<file path="src/rtl/score_keeper_if.sv">
// Request/score bundle between the game-control FSM, the scoreboard and the display driver.
interface score_keeper_if #(
    parameter int NUM_PLAYERS = 2,
    parameter int DIGITS      = 2
);
    logic [NUM_PLAYERS-1:0]          inc;
    logic [NUM_PLAYERS-1:0]          dec;
    logic                            clr;
    logic [NUM_PLAYERS*DIGITS*4-1:0] score;
    logic [NUM_PLAYERS-1:0]          win;
    logic                            game_over;
    logic [NUM_PLAYERS-1:0]          overflow;

    modport master (
        output inc, dec, clr,
        input  score, win, game_over, overflow
    );

    modport slave (
        input  inc, dec, clr,
        output score, win, game_over, overflow
    );
endinterface

</file>
<file path="src/rtl/score_keeper.sv">
// Multi-player BCD scoreboard: edge-counted inc/dec requests, optional saturation,
// sticky win detection and increment lockout once any player has won.
module score_keeper #(
    parameter int NUM_PLAYERS = 2,
    parameter int DIGITS      = 2,
    parameter int SATURATE    = 0,
    parameter int WIN_SCORE   = 10
) (
    input logic           clk,
    input logic           reset,
    score_keeper_if.slave bus
);
    localparam int SW = DIGITS * 4;
    typedef logic [SW-1:0] bcd_t;

    function automatic bcd_t to_bcd(input int unsigned value);
        bcd_t        r;
        int unsigned v;
        r = '0;
        v = value;
        for (int unsigned i = 0; i < unsigned'(DIGITS); i++) begin
            r[i*4 +: 4] = 4'(v % 10);
            v           = v / 10;
        end
        return r;
    endfunction

    function automatic bcd_t bcd_inc(input bcd_t value);
        bcd_t r;
        logic carry;
        r     = value;
        carry = 1'b1;
        for (int unsigned i = 0; i < unsigned'(DIGITS); i++) begin
            if (carry) begin
                if (r[i*4 +: 4] == 4'd9) begin
                    r[i*4 +: 4] = 4'd0;
                end else begin
                    r[i*4 +: 4] = r[i*4 +: 4] + 4'd1;
                    carry       = 1'b0;
                end
            end
        end
        return r;
    endfunction

    function automatic bcd_t bcd_dec(input bcd_t value);
        bcd_t r;
        logic borrow;
        r      = value;
        borrow = 1'b1;
        for (int unsigned i = 0; i < unsigned'(DIGITS); i++) begin
            if (borrow) begin
                if (r[i*4 +: 4] == 4'd0) begin
                    r[i*4 +: 4] = 4'd9;
                end else begin
                    r[i*4 +: 4] = r[i*4 +: 4] - 4'd1;
                    borrow      = 1'b0;
                end
            end
        end
        return r;
    endfunction

    localparam bcd_t MAX_BCD = to_bcd(unsigned'(10**DIGITS - 1));
    localparam bcd_t WIN_BCD = to_bcd(unsigned'(WIN_SCORE));

    logic [NUM_PLAYERS-1:0]    inc_s, inc_h, dec_s, dec_h;
    logic [NUM_PLAYERS-1:0]    inc_e, dec_e;
    logic [NUM_PLAYERS-1:0]    win_q, win_d;
    logic [NUM_PLAYERS-1:0]    ovf_q, ovf_d;
    logic [NUM_PLAYERS*SW-1:0] score_q, score_d;
    logic                      game_over;

    assign inc_e     = inc_s & ~inc_h;
    assign dec_e     = dec_s & ~dec_h;
    assign game_over = |win_q;

    always_comb begin
        score_d = score_q;
        win_d   = win_q;
        ovf_d   = '0;
        if (bus.clr) begin
            score_d = '0;
            win_d   = '0;
        end else begin
            for (int unsigned p = 0; p < unsigned'(NUM_PLAYERS); p++) begin
                // Simultaneous inc and dec edges cancel: neither branch fires.
                if (inc_e[p] && !dec_e[p] && !game_over) begin
                    if (score_q[p*SW +: SW] == MAX_BCD) begin
                        ovf_d[p] = 1'b1;
                        if (SATURATE == 0) begin
                            score_d[p*SW +: SW] = '0;
                        end
                    end else begin
                        score_d[p*SW +: SW] = bcd_inc(score_q[p*SW +: SW]);
                    end
                    if (WIN_SCORE != 0 && score_d[p*SW +: SW] == WIN_BCD) begin
                        win_d[p] = 1'b1;
                    end
                end else if (dec_e[p] && !inc_e[p] && score_q[p*SW +: SW] != '0) begin
                    score_d[p*SW +: SW] = bcd_dec(score_q[p*SW +: SW]);
                end
            end
        end
    end

    // Sync and history both start high so a line held across reset release is not counted.
    always_ff @(posedge clk or negedge reset) begin
        if (!reset) begin
            inc_s   <= '1;
            inc_h   <= '1;
            dec_s   <= '1;
            dec_h   <= '1;
            score_q <= '0;
            win_q   <= '0;
            ovf_q   <= '0;
        end else begin
            inc_s   <= bus.inc;
            inc_h   <= inc_s;
            dec_s   <= bus.dec;
            dec_h   <= dec_s;
            score_q <= score_d;
            win_q   <= win_d;
            ovf_q   <= ovf_d;
        end
    end

    assign bus.score     = score_q;
    assign bus.win       = win_q;
    assign bus.game_over = game_over;
    assign bus.overflow  = ovf_q;
endmodule

</file>
<file path="src/flat_wrapper.sv">
// flat-port wrapper written by rule: the top's interface ports become plain ports
module score_keeper_flat 
#(
    parameter int NUM_PLAYERS = 2,
    parameter int DIGITS      = 2,
    parameter int SATURATE    = 0,
    parameter int WIN_SCORE   = 10
)
  (clk, reset, bus_inc, bus_dec, bus_clr, bus_score, bus_win, bus_game_over, bus_overflow);
  score_keeper_if #(.NUM_PLAYERS(NUM_PLAYERS), .DIGITS(DIGITS)) bus_i ();
  input logic clk;
  input logic reset;
  input wire logic [$bits(bus_i.inc)-1:0] bus_inc;
  input wire logic [$bits(bus_i.dec)-1:0] bus_dec;
  input wire logic [$bits(bus_i.clr)-1:0] bus_clr;
  output wire logic [$bits(bus_i.score)-1:0] bus_score;
  output wire logic [$bits(bus_i.win)-1:0] bus_win;
  output wire logic [$bits(bus_i.game_over)-1:0] bus_game_over;
  output wire logic [$bits(bus_i.overflow)-1:0] bus_overflow;
  assign bus_i.inc = bus_inc;
  assign bus_i.dec = bus_dec;
  assign bus_i.clr = bus_clr;
  assign bus_score = bus_i.score;
  assign bus_win = bus_i.win;
  assign bus_game_over = bus_i.game_over;
  assign bus_overflow = bus_i.overflow;
  score_keeper #(.NUM_PLAYERS(NUM_PLAYERS), .DIGITS(DIGITS), .SATURATE(SATURATE), .WIN_SCORE(WIN_SCORE)) u_core (.clk(clk), .reset(reset), .bus(bus_i));
endmodule
</file>
<file path="config.mk">
export PLATFORM = sky130hd
export DESIGN_NAME = score_keeper_flat
export DESIGN_NICKNAME = d
export VERILOG_FILES = /design/src/rtl/score_keeper_if.sv /design/src/rtl/score_keeper.sv /design/src/flat_wrapper.sv
export SDC_FILE = /design/constraint.sdc
export NUM_CORES = 1
export LEC_CHECK = 0
export CAP_MARGIN = 20
export CORE_UTILIZATION = 60
export DETAILED_ROUTE_END_ITERATION = 8
export PLACE_DENSITY_LB_ADDON = 0.3
export SETUP_SLACK_MARGIN = 0.4
export SYNTH_ARGS = -nofsm -noshare
export SYNTH_HDL_FRONTEND = slang
export SYNTH_SLANG_ARGS = --single-unit
</file>
<file path="constraint.sdc">
create_clock -name clk -period 5.69 [get_ports clk]
set_input_delay 1.4225 -clock clk [delete_from_list [all_inputs] [get_ports clk]]
set_output_delay 1.4225 -clock clk [all_outputs]
set_load 0.01 [all_outputs]
</file>
==> results of run 1 <==
[through the flow]
stage | hold WS, ns | setup slack [ns] | area [µm²]
floorplan | 0.351 | 3.24 | 2120
global placement | 0.354 | 2.07 | 2360
detailed placement | 0.357 | 1.99 | 2360
CTS | 0.369 | 2.37 | 2410
global route | 0.380 | 2.57 | 2430
finish | 0.374 | 2.64 | 2430
[power groups by stage]
stage                     sequential [mW]  clock (mW)  combinational, mW
after floorplan                     0.298           0              0.337
after global placement              0.335           0              0.429
after detailed placement            0.338           0              0.438
after CTS                           0.334       0.133              0.442
after global routing                0.347       0.137              0.494
final                               0.336       0.129              0.447
[state kept, by name, indices dropped and copies added, names as in the netlist]
| name | count |
|---|---|
| u_core.bus.score | 16 |
| u_core.bus.overflow | 2 |
| u_core.bus.win | 2 |
| u_core.dec_h | 2 |
| u_core.dec_s | 2 |
| u_core.inc_h | 2 |
| u_core.inc_s | 2 |
[kinds of logic (layout without fill, tap and decap cells)]
group / count (synthesis) / count (layout) / share of synthesized area
fa+ha+maj: 13 / 13 / 0.0768
flops: 28 / 28 / 0.336
xor+xnor: 3 / 3 / 0.0124
mux: 3 / 3 / 0.0160
compound gates: 73 / 73 / 0.252
simple gates: 87 / 87 / 0.244
buf+inv: 30 / 45 / 0.0632
[worst max-delay path by stage]
stage | from | end | slack [ns] | depth (start not counted)
finish | u_core.bus.win[0]$_DFFE_PN0P_ | bus_game_over | 2.64 | 2
global route | u_core.bus.win[0]$_DFFE_PN0P_ | bus_game_over | 2.57 | 2
CTS | bus_clr | u_core.bus.score[5]$_DFFE_PN0P_ | 2.37 | 4
detailed placement | bus_clr | u_core.bus.score[5]$_DFFE_PN0P_ | 1.99 | 4
global placement | bus_clr | u_core.bus.score[5]$_DFFE_PN0P_ | 2.07 | 4
floorplan | bus_clr | u_core.bus.score[2]$_DFFE_PN0P_ | 3.24 | 4
[layout by cell type (no fill, tap or decap), types with 6 or more instances in the layout]
cell type         n
o21ai_0          12
inv_1            11
ha_1             13
clkdlybuf4s50_1  27
dfrtp_1          20
dfstp_2           8
nand2_1          19
nand3_1           6
nor2_1           10
a21oi_1          19
nor3_1            6
[cell type report]
class	count	area (µm²)
clock inverters	1	30.0
multi-input cells	179	1270
well taps	46	57.6
fillers	275	931
flip-flops and latches	28	711
clock buffers	3	22.5
inverters	11	41.3
repair buffers	30	298
[worst reg2reg max path: cells and delay by family (launching register included)]
| kind | cells | cell delay (ns) |
|---|---|---|
| adders and majority gates | 1 | 0.21 |
| DFF | 1 | 0.53 |
| buffers and inverters | 1 | 0.11 |
| and+or+nand+nor | 2 | 1.01 |
| AOI/OAI and AO/OA | 2 | 0.46 |
[layer usage]
metal | vias to the layer above | share of wire | GRT usage
li1 | 920 | - | -
met1 | 913 | 0.46 | 0.390
met2 | 78 | 0.47 | 0.398
met3 | 2 | 0.066 | 0.0336
met4 | 0 | 0.0040 | 0.0762
met5 | - | 0 | 0
==> impl_metrics.toml, run 1 <==
[die]
io_pins = 28
rows = 21
core_area_um2 = 3360
die_area_um2 = 3770
die_h_um = 61.4
die_w_um = 61.4
start_util = 0.629

[job]
max_cap_viol_count = 0

[global_route]
grt_pass1_wl_mm = 7.51
first_global_vias = 1646
grt_max_degree = 30
antenna_found_initial = 0
track_usage = 0.261
grt-ovfl-total = 0

[worst_setup_path]
ff2ff_path_depth = 6
critPathTopFamily = "buffers and inverters"
critPathMaxStageDelay_ns = 0.60
critPathLaunchType = "flop"
crit_fanout = 6
required_ns = 4.27
slowest_stage = "clkdlybuf4s50_1"
r2r_slack_ns = 3.30
crit_chain = "or2_1 -> clkdlybuf4s50_1"
path_class = "flop to primary output"
reg2reg_from = "u_core.bus.score[0]$_DFFE_PN0P_"
path_buf_inv = 1
crit_arrival_ns = 1.63
rr_endpoint = "u_core.bus.score[7]$_DFFE_PN0P_"
end_kind = "primary output"

[sta]
max_freq_ghz = 0.327
setup_viol = 0
slew_viol_final = 0
rsz0062_at_grt = "no"
fin_crit_ns = 3.05
hold_viol = 0
fin_skew_ns = 0.00274
period_share = 0.537
slew_headroom = 0.648
fin_setup_tns_ns = 0
tightest_slew_ns = 0.528

[power_and_ir_drop]
intPower_uw = 535
clockPowerShare = 0.141
ir_worst_vdd_v = 0.000276
p_per_area_nw_per_um2 = 375
p_sw_uw = 377
fin_total_pwr_uw = 912
combPwrFrac = 0.491
seq_power_share = 0.368
p_sw_frac = 0.414
leakagePower_nw = 0.916

[drt]
drt_wl_total_mm = 4.71
drc = 0
routedWlPerCell_um = 15.8
first_iter_violations = 147
first_pass_iters = 4
vias = 1913
ant_nets = 0
viasPerCell = 6.42

[logic_synthesis]
synth_commonest_cells = "dfrtp_1, a21oi_1, nand2_1, ha_1"
synth.most_common_cell = "dfrtp_1"
synth_seq_cells = 28
synthFlopType = "dfrtp_1"
syn_inst = 237
yosys-top-cells-area = "dfrtp_1, dfstp_2, ha_1"
synth_top_cell_by_area = "dfrtp_1"
yosysWarnings = 0
synth.avg_cell_area_um2 = 8.93
yosys.area.top_type_share = 0.236
yosysSeqAreaShare = 0.336
syn_area_um2 = 2120
synth-async-reset-ratio = 1.00
synth_edf_count = 0
syn_nets = 257
yosysUniqueCellTypes = 62

[status]
status = "completed"

[cts]
cts_root_buf = "clkbuf_4"
clk-insertion-delay-late_ns = 0.32
cts_resized = 0
clk_pin_slew_ns = 0.15
holdBufCountCts = 0
cts_tree = "built"
cts_buffers = 3
clockBufferDepth = 2
clock_sinks = 28
htree_levels = 1
postCtsSetupRepairBufs = 0

[worst_hold_path]
hp-start = "u_core.dec_s[1]$_DFF_PN1_"
hold_path_end = "u_core.dec_h[1]$_DFF_PN1_"
hp-class = "flop to flop"
hold_path_depth = 0

[finish]
area_growth_syn_to_layout_pct = 14.9
diodes = 0
final_util = 0.723
layout-drive-gt1-share = 0.111
fin_nets = 273
final_cells = 298

[placed_design]
place_inst = 292
io_buffers = 27
hpwl_mm = 3.29
gp_congestion = 0.848
Note: power is estimated with default switching activity, not from simulation.
==> run 2, diff against run 1 <==
--- a/config.mk
+++ b/config.mk
@@ -6,7 +6,7 @@
 export NUM_CORES = 1
 export LEC_CHECK = 0
 export CAP_MARGIN = 20
-export CORE_UTILIZATION = 60
+export CORE_UTILIZATION = 50
 export DETAILED_ROUTE_END_ITERATION = 8
 export PLACE_DENSITY_LB_ADDON = 0.3
 export SETUP_SLACK_MARGIN = 0.4
==> constraint.sdc (replaced) <==
create_clock -name clk -period 2.8 [get_ports clk]
set_input_delay 0.7 -clock clk [delete_from_list [all_inputs] [get_ports clk]]
set_output_delay 0.7 -clock clk [all_outputs]
set_load 0.01 [all_outputs]
==> impl_metrics.toml, run 2 (synthesis results as in run 1) <==
[job]
max_cap_viol_count = 0

[drt]
routedWlPerCell_um = 15.3
drt_wl_total_mm = 4.63
first_iter_violations = 143
viasPerCell = 6.21
drc = 0
first_pass_iters = 4
ant_nets = 0
vias = 1882

[sta]
slew_headroom = 0.642
whs_ns = 0.368
period_share = 0.814
hold_viol = 0
slew_viol_final = 0
tightest_slew_ns = 0.537
fin_setup_tns_ns = 0
max_freq_ghz = 0.439
fin_skew_ns = 0.00622
setup_viol = 0
fin_crit_ns = 2.28
rsz0062_at_grt = "no"

[power_and_ir_drop]
ir_worst_vdd_v = 0.000596
leakagePower_nw = 0.922
p_per_area_nw_per_um2 = 760

[die]
die_w_um = 67.1
core_area_um2 = 4030
io_pins = 28
die_area_um2 = 4500
start_util = 0.525
die_h_um = 67.1
rows = 23

[cts]
clk-insertion-delay-late_ns = 0.28
clk_pin_slew_ns = 0.10
cts_root_buf = "clkbuf_8"
htree_levels = 1
cts_buffers = 3
clock_sinks = 28
clockBufferDepth = 2
cts_tree = "built"
postCtsSetupRepairBufs = 0

[finish]
fin_nets = 274
final_common_cell = "clkdlybuf4s50_1"
final.fill_count = 378
area_growth_syn_to_layout_pct = 15.6
diodes = 0
largest_reg_flops = 16
mostFrequentLayoutCells = "clkdlybuf4s50_1, dfrtp_1, nand2_1, a21oi_1, ha_1"
layout-drive-gt1-share = 0.119

[worst_hold_path]
hp-class = "flop to flop"

[global_route]
grt_max_degree = 29
antenna_found_initial = 0
grt_pass1_wl_mm = 7.71
first_global_vias = 1688
track_usage = 0.223
grt-ovfl-total = 0

[worst_setup_path]
critPathMaxStageDelay_ns = 0.59
critPathLaunchType = "flop"
required_ns = 2.10
crit_arrival_ns = 1.58
slowest_stage = "clkdlybuf4s50_1"
end_kind = "primary output"
path_class = "flop to primary output"
crit_fanout = 6
crit_chain = "or2_1 -> clkdlybuf4s50_1"

[placed_design]
io_buffers = 27
hpwl_mm = 3.28
gp_congestion = 0.855

[status]
status = "completed"
==> run 2: final cells by class <==
cell class,count,area [µm²],share of cell area
clock buffer,4,55.1,0.0225
inverter,11,41.3,0.0169
multi-input combinational,179,1280,0.522
sequential,28,711,0.290
tap,50,62.6,0.0256
timing repair buffer,31,300,0.123
==> run 2: metrics by stage <==
| stage | util | setup slack (ns) | power [mW] | area (µm²) | cells |
|---|---|---|---|---|---|
| after floorplan | - | 0.730 | 1.29 | 2120 | 237 |
| after global placement | 0.593 | 0.463 | 1.58 | 2390 | 299 |
| after detailed placement | 0.593 | 0.402 | 1.59 | 2390 | 299 |
| after CTS | 0.606 | 0.493 | 1.85 | 2440 | 303 |
| after global routing | 0.607 | 0.465 | 2.00 | 2450 | 303 |
| final | 0.607 | 0.520 | 1.86 | 2450 | 303 |
==> run 2: what timing repair did <==
item | in CTS | in global routing
resized for setup | 0 | 1
endpoints found under the hold margin | 0 | 0
hold buffers | 0 | 0
endpoints found under the setup margin | 0 | 2
==> run 2: metal layers <==
| metal | vias to the layer above | routed length [µm] | track usage | share of wire |
|---|---|---|---|---|
| li1 | 919 | - | - | - |
| met1 | 906 | 2290 | 0.337 | 0.49 |
| met2 | 53 | 2110 | 0.339 | 0.45 |
| met3 | 4 | 199 | 0.0205 | 0.043 |
| met4 | 0 | 37 | 0.0479 | 0.0080 |
| met5 | - | 0 | 0 | 0 |
==> run 2: final timing paths <==
path,from,cells after the start,slack (ns),end
max,u_core.bus.win[0]$_DFFE_PN0P_,2,0.52,bus_game_over
min in group asynchronous,reset,2,0.78,u_core.bus.score[13]$_DFFE_PN0P_
min,u_core.dec_s[0]$_DFF_PN1_,0,0.37,u_core.dec_h[0]$_DFF_PN1_
max in group asynchronous,reset,2,1.70,u_core.dec_s[0]$_DFF_PN1_
max reg2reg,u_core.bus.score[12]$_DFFE_PN0P_,7,0.62,u_core.bus.score[14]$_DFFE_PN0P_
min reg2reg,u_core.dec_s[0]$_DFF_PN1_,0,0.37,u_core.dec_h[0]$_DFF_PN1_
==> run 2: critical path: cells and delay by family, from the launching register on <==
family                 cells  cell delay, ns
flip-flops                 1            0.41
AND/OR/NAND/NOR            1            0.30
buffers and inverters      1            0.59
==> run 2: where the power goes <==
group | internal (mW) | switching [mW] | leakage [nW]
clock network | 0.126 | 0.128 | 0.0288
logic | 0.472 | 0.467 | 0.543
registers | 0.483 | 0.183 | 0.350
==> run 3, diff against run 2 <==
--- a/config.mk
+++ b/config.mk
@@ -6,7 +6,7 @@
 export NUM_CORES = 1
 export LEC_CHECK = 0
 export CAP_MARGIN = 20
-export CORE_UTILIZATION = 50
+export CORE_UTILIZATION = 55
 export DETAILED_ROUTE_END_ITERATION = 8
 export PLACE_DENSITY_LB_ADDON = 0.3
 export SETUP_SLACK_MARGIN = 0.4
==> constraint.sdc (replaced) <==
create_clock -name clk -period 2.2 [get_ports clk]
set_input_delay 0.55 -clock clk [delete_from_list [all_inputs] [get_ports clk]]
set_output_delay 0.55 -clock clk [all_outputs]
set_load 0.01 [all_outputs]
==> impl_metrics.toml, run 3 (synthesis results as in run 1) <==
[sta]
slew_headroom = 0.708
hold_viol = 0
tightest_slew_ns = 0.438
fin_skew_ns = 0.00402
slew_viol_final = 0
fin_crit_ns = 1.98
fin_setup_tns_ns = 0
whs_ns = 0.375
max_freq_ghz = 0.506
rsz0062_at_grt = "yes"
period_share = 0.898
setup_viol = 0

[power_and_ir_drop]
fin_total_pwr_mw = 3.23
ir_worst_vdd_v = 0.000648
leakagePower_nw = 1.34
p_per_area_nw_per_um2 = 1040

[worst_setup_path]
critPathTopFamily = "compound AO/OA/AOI/OAI gates"
crit_chain = "inv_2 -> ha_2 -> buf_4 -> nand4b_1 -> and2_1 -> a311o_1 -> a31oi_1 -> nor2_1"
path_buf_inv = 2
slowest_stage = "dfrtp_2"
r2r_slack_ns = 0.22
critPathLaunchType = "flop"
path_class = "flop to flop"
crit_path_end = "u_core.bus.win[0]$_DFFE_PN0P_"
crit_start = "u_core.bus.score[1]$_DFFE_PN0P_"
crit_fanout = 3
required_ns = 2.37
end_kind = "flop"
rr_endpoint = "u_core.bus.win[0]$_DFFE_PN0P_"
reg2reg_from = "u_core.bus.score[1]$_DFFE_PN0P_"
critPathMaxStageDelay_ns = 0.44
crit_arrival_ns = 2.14
ff2ff_path_depth = 8
cp.depth = 8

[status]
status = "completed"

[global_route]
track_usage = 0.331
grt-ovfl-total = 0
grt.met2_usage = 0.577
first_global_vias = 2164
antenna_found_initial = 0
gr-max-usage-layer = "met2"
met1_usage = 0.413
grt_max_degree = 29
grtUsageMet3 = 0.0482
grt_pass1_wl_mm = 10.6

[die]
core_area_um2 = 3690
start_util = 0.574
rows = 22
die_area_um2 = 4100
die_w_um = 64.0
die_h_um = 64.0
io_pins = 28

[cts]
clk_pin_slew_ns = 0.10
cts_buffers = 3
htree_levels = 1
clock_sinks = 28
clockBufferDepth = 2
cts_root_buf = "clkbuf_8"
holdBufCountCts = 0
clk-insertion-delay-late_ns = 0.28
cts_tree = "built"

[finish]
mostFrequentLayoutCells = "buf_4, nand2_1, dfrtp_2"
layout-drive-gt1-share = 0.454
area_growth_syn_to_layout_pct = 47.5
fin_nets = 325
largest_reg_flops = 16
final_common_cell = "buf_4"
diodes = 0

[drt]
first_pass_iters = 8
vias = 2388
drc = 0
first_iter_violations = 201
viasPerCell = 6.78
drt_wl_total_mm = 7.21
ant_nets = 0
routedWlPerCell_um = 20.5

[job]
max_cap_viol_count = 0

[placed_design]
hpwl_mm = 3.55
io_buffers = 27
gp_congestion = 0.866

[worst_hold_path]
hp-start = "u_core.dec_s[1]$_DFF_PN1_"
hp-class = "flop to flop"
[run 3: cell types whose count changed in the layout (fill, tap and decap cells not counted), sizes merged]
cell and change:
or3 +1, clkdlybuf4s50 -12, clkbuf +1, buf +50, dlymetal6s2s +8, dlygate4sd2 +3
[run 3: how the worst min path moves through the flow]
stage	endpoint	cells after the start
3_3_place_gp	u_core.inc_h[0]$_DFF_PN1_	0
2_1_floorplan	u_core.bus.overflow[0]$_DFF_PN0_	0
6_report	u_core.dec_h[1]$_DFF_PN1_	0
3_5_place_dp	u_core.inc_h[1]$_DFF_PN1_	0
5_1_grt	u_core.dec_h[1]$_DFF_PN1_	0
4_1_cts	u_core.inc_h[1]$_DFF_PN1_	0
[run 3: power by group]
part / switching, mW / internal (mW)
Sequential: 0.125 / 0.634
Combinational: 1.05 / 1.06
Clock: 0.175 / 0.198
[run 3: timing repair]
item / CTS / global route
setup buffers: 39 / 7
endpoints found under the setup margin: 34 / 28
gates resized for setup: 34 / 34
gates cloned: 1 / 0
pin swaps: 18 / 19
[run 3: final cells by class]
class	instances	area, µm²
clock buffers	4	66.3
fillers	207	567
inverters	11	43.8
multi-input cells	180	1520
flip-flops and latches	28	731
well taps	48	60.1
repair buffers	81	699
[run 3: worst reg2reg max path, delay by kind of cell (launching register included)]
family                     cells  cell delay (ns)
and+or+nand+nor                3             0.48
buffers and inverters          2             0.23
adders and majority gates      1             0.21
DFF                            1             0.44
AOI/OAI and AO/OA              2             0.52
[run 3: layer usage]
metal	vias up	wire length, µm
met5	-	0
met4	0	354
met3	52	582
met2	190	3600
met1	1116	2670
li1	1030	-
[run 3: metrics by stage]
step / cells / util / worst slack [ns] / area [µm²]
6_report: 352 / 0.846 / 0.225 / 3120
5_1_grt: 352 / 0.846 / 0.168 / 3120
4_1_cts: 345 / 0.799 / 0.320 / 2950
3_5_place_dp: 301 / 0.675 / 0.189 / 2490
3_3_place_gp: 301 / 0.675 / 0.228 / 2490
2_1_floorplan: 237 / - / 0.337 / 2220
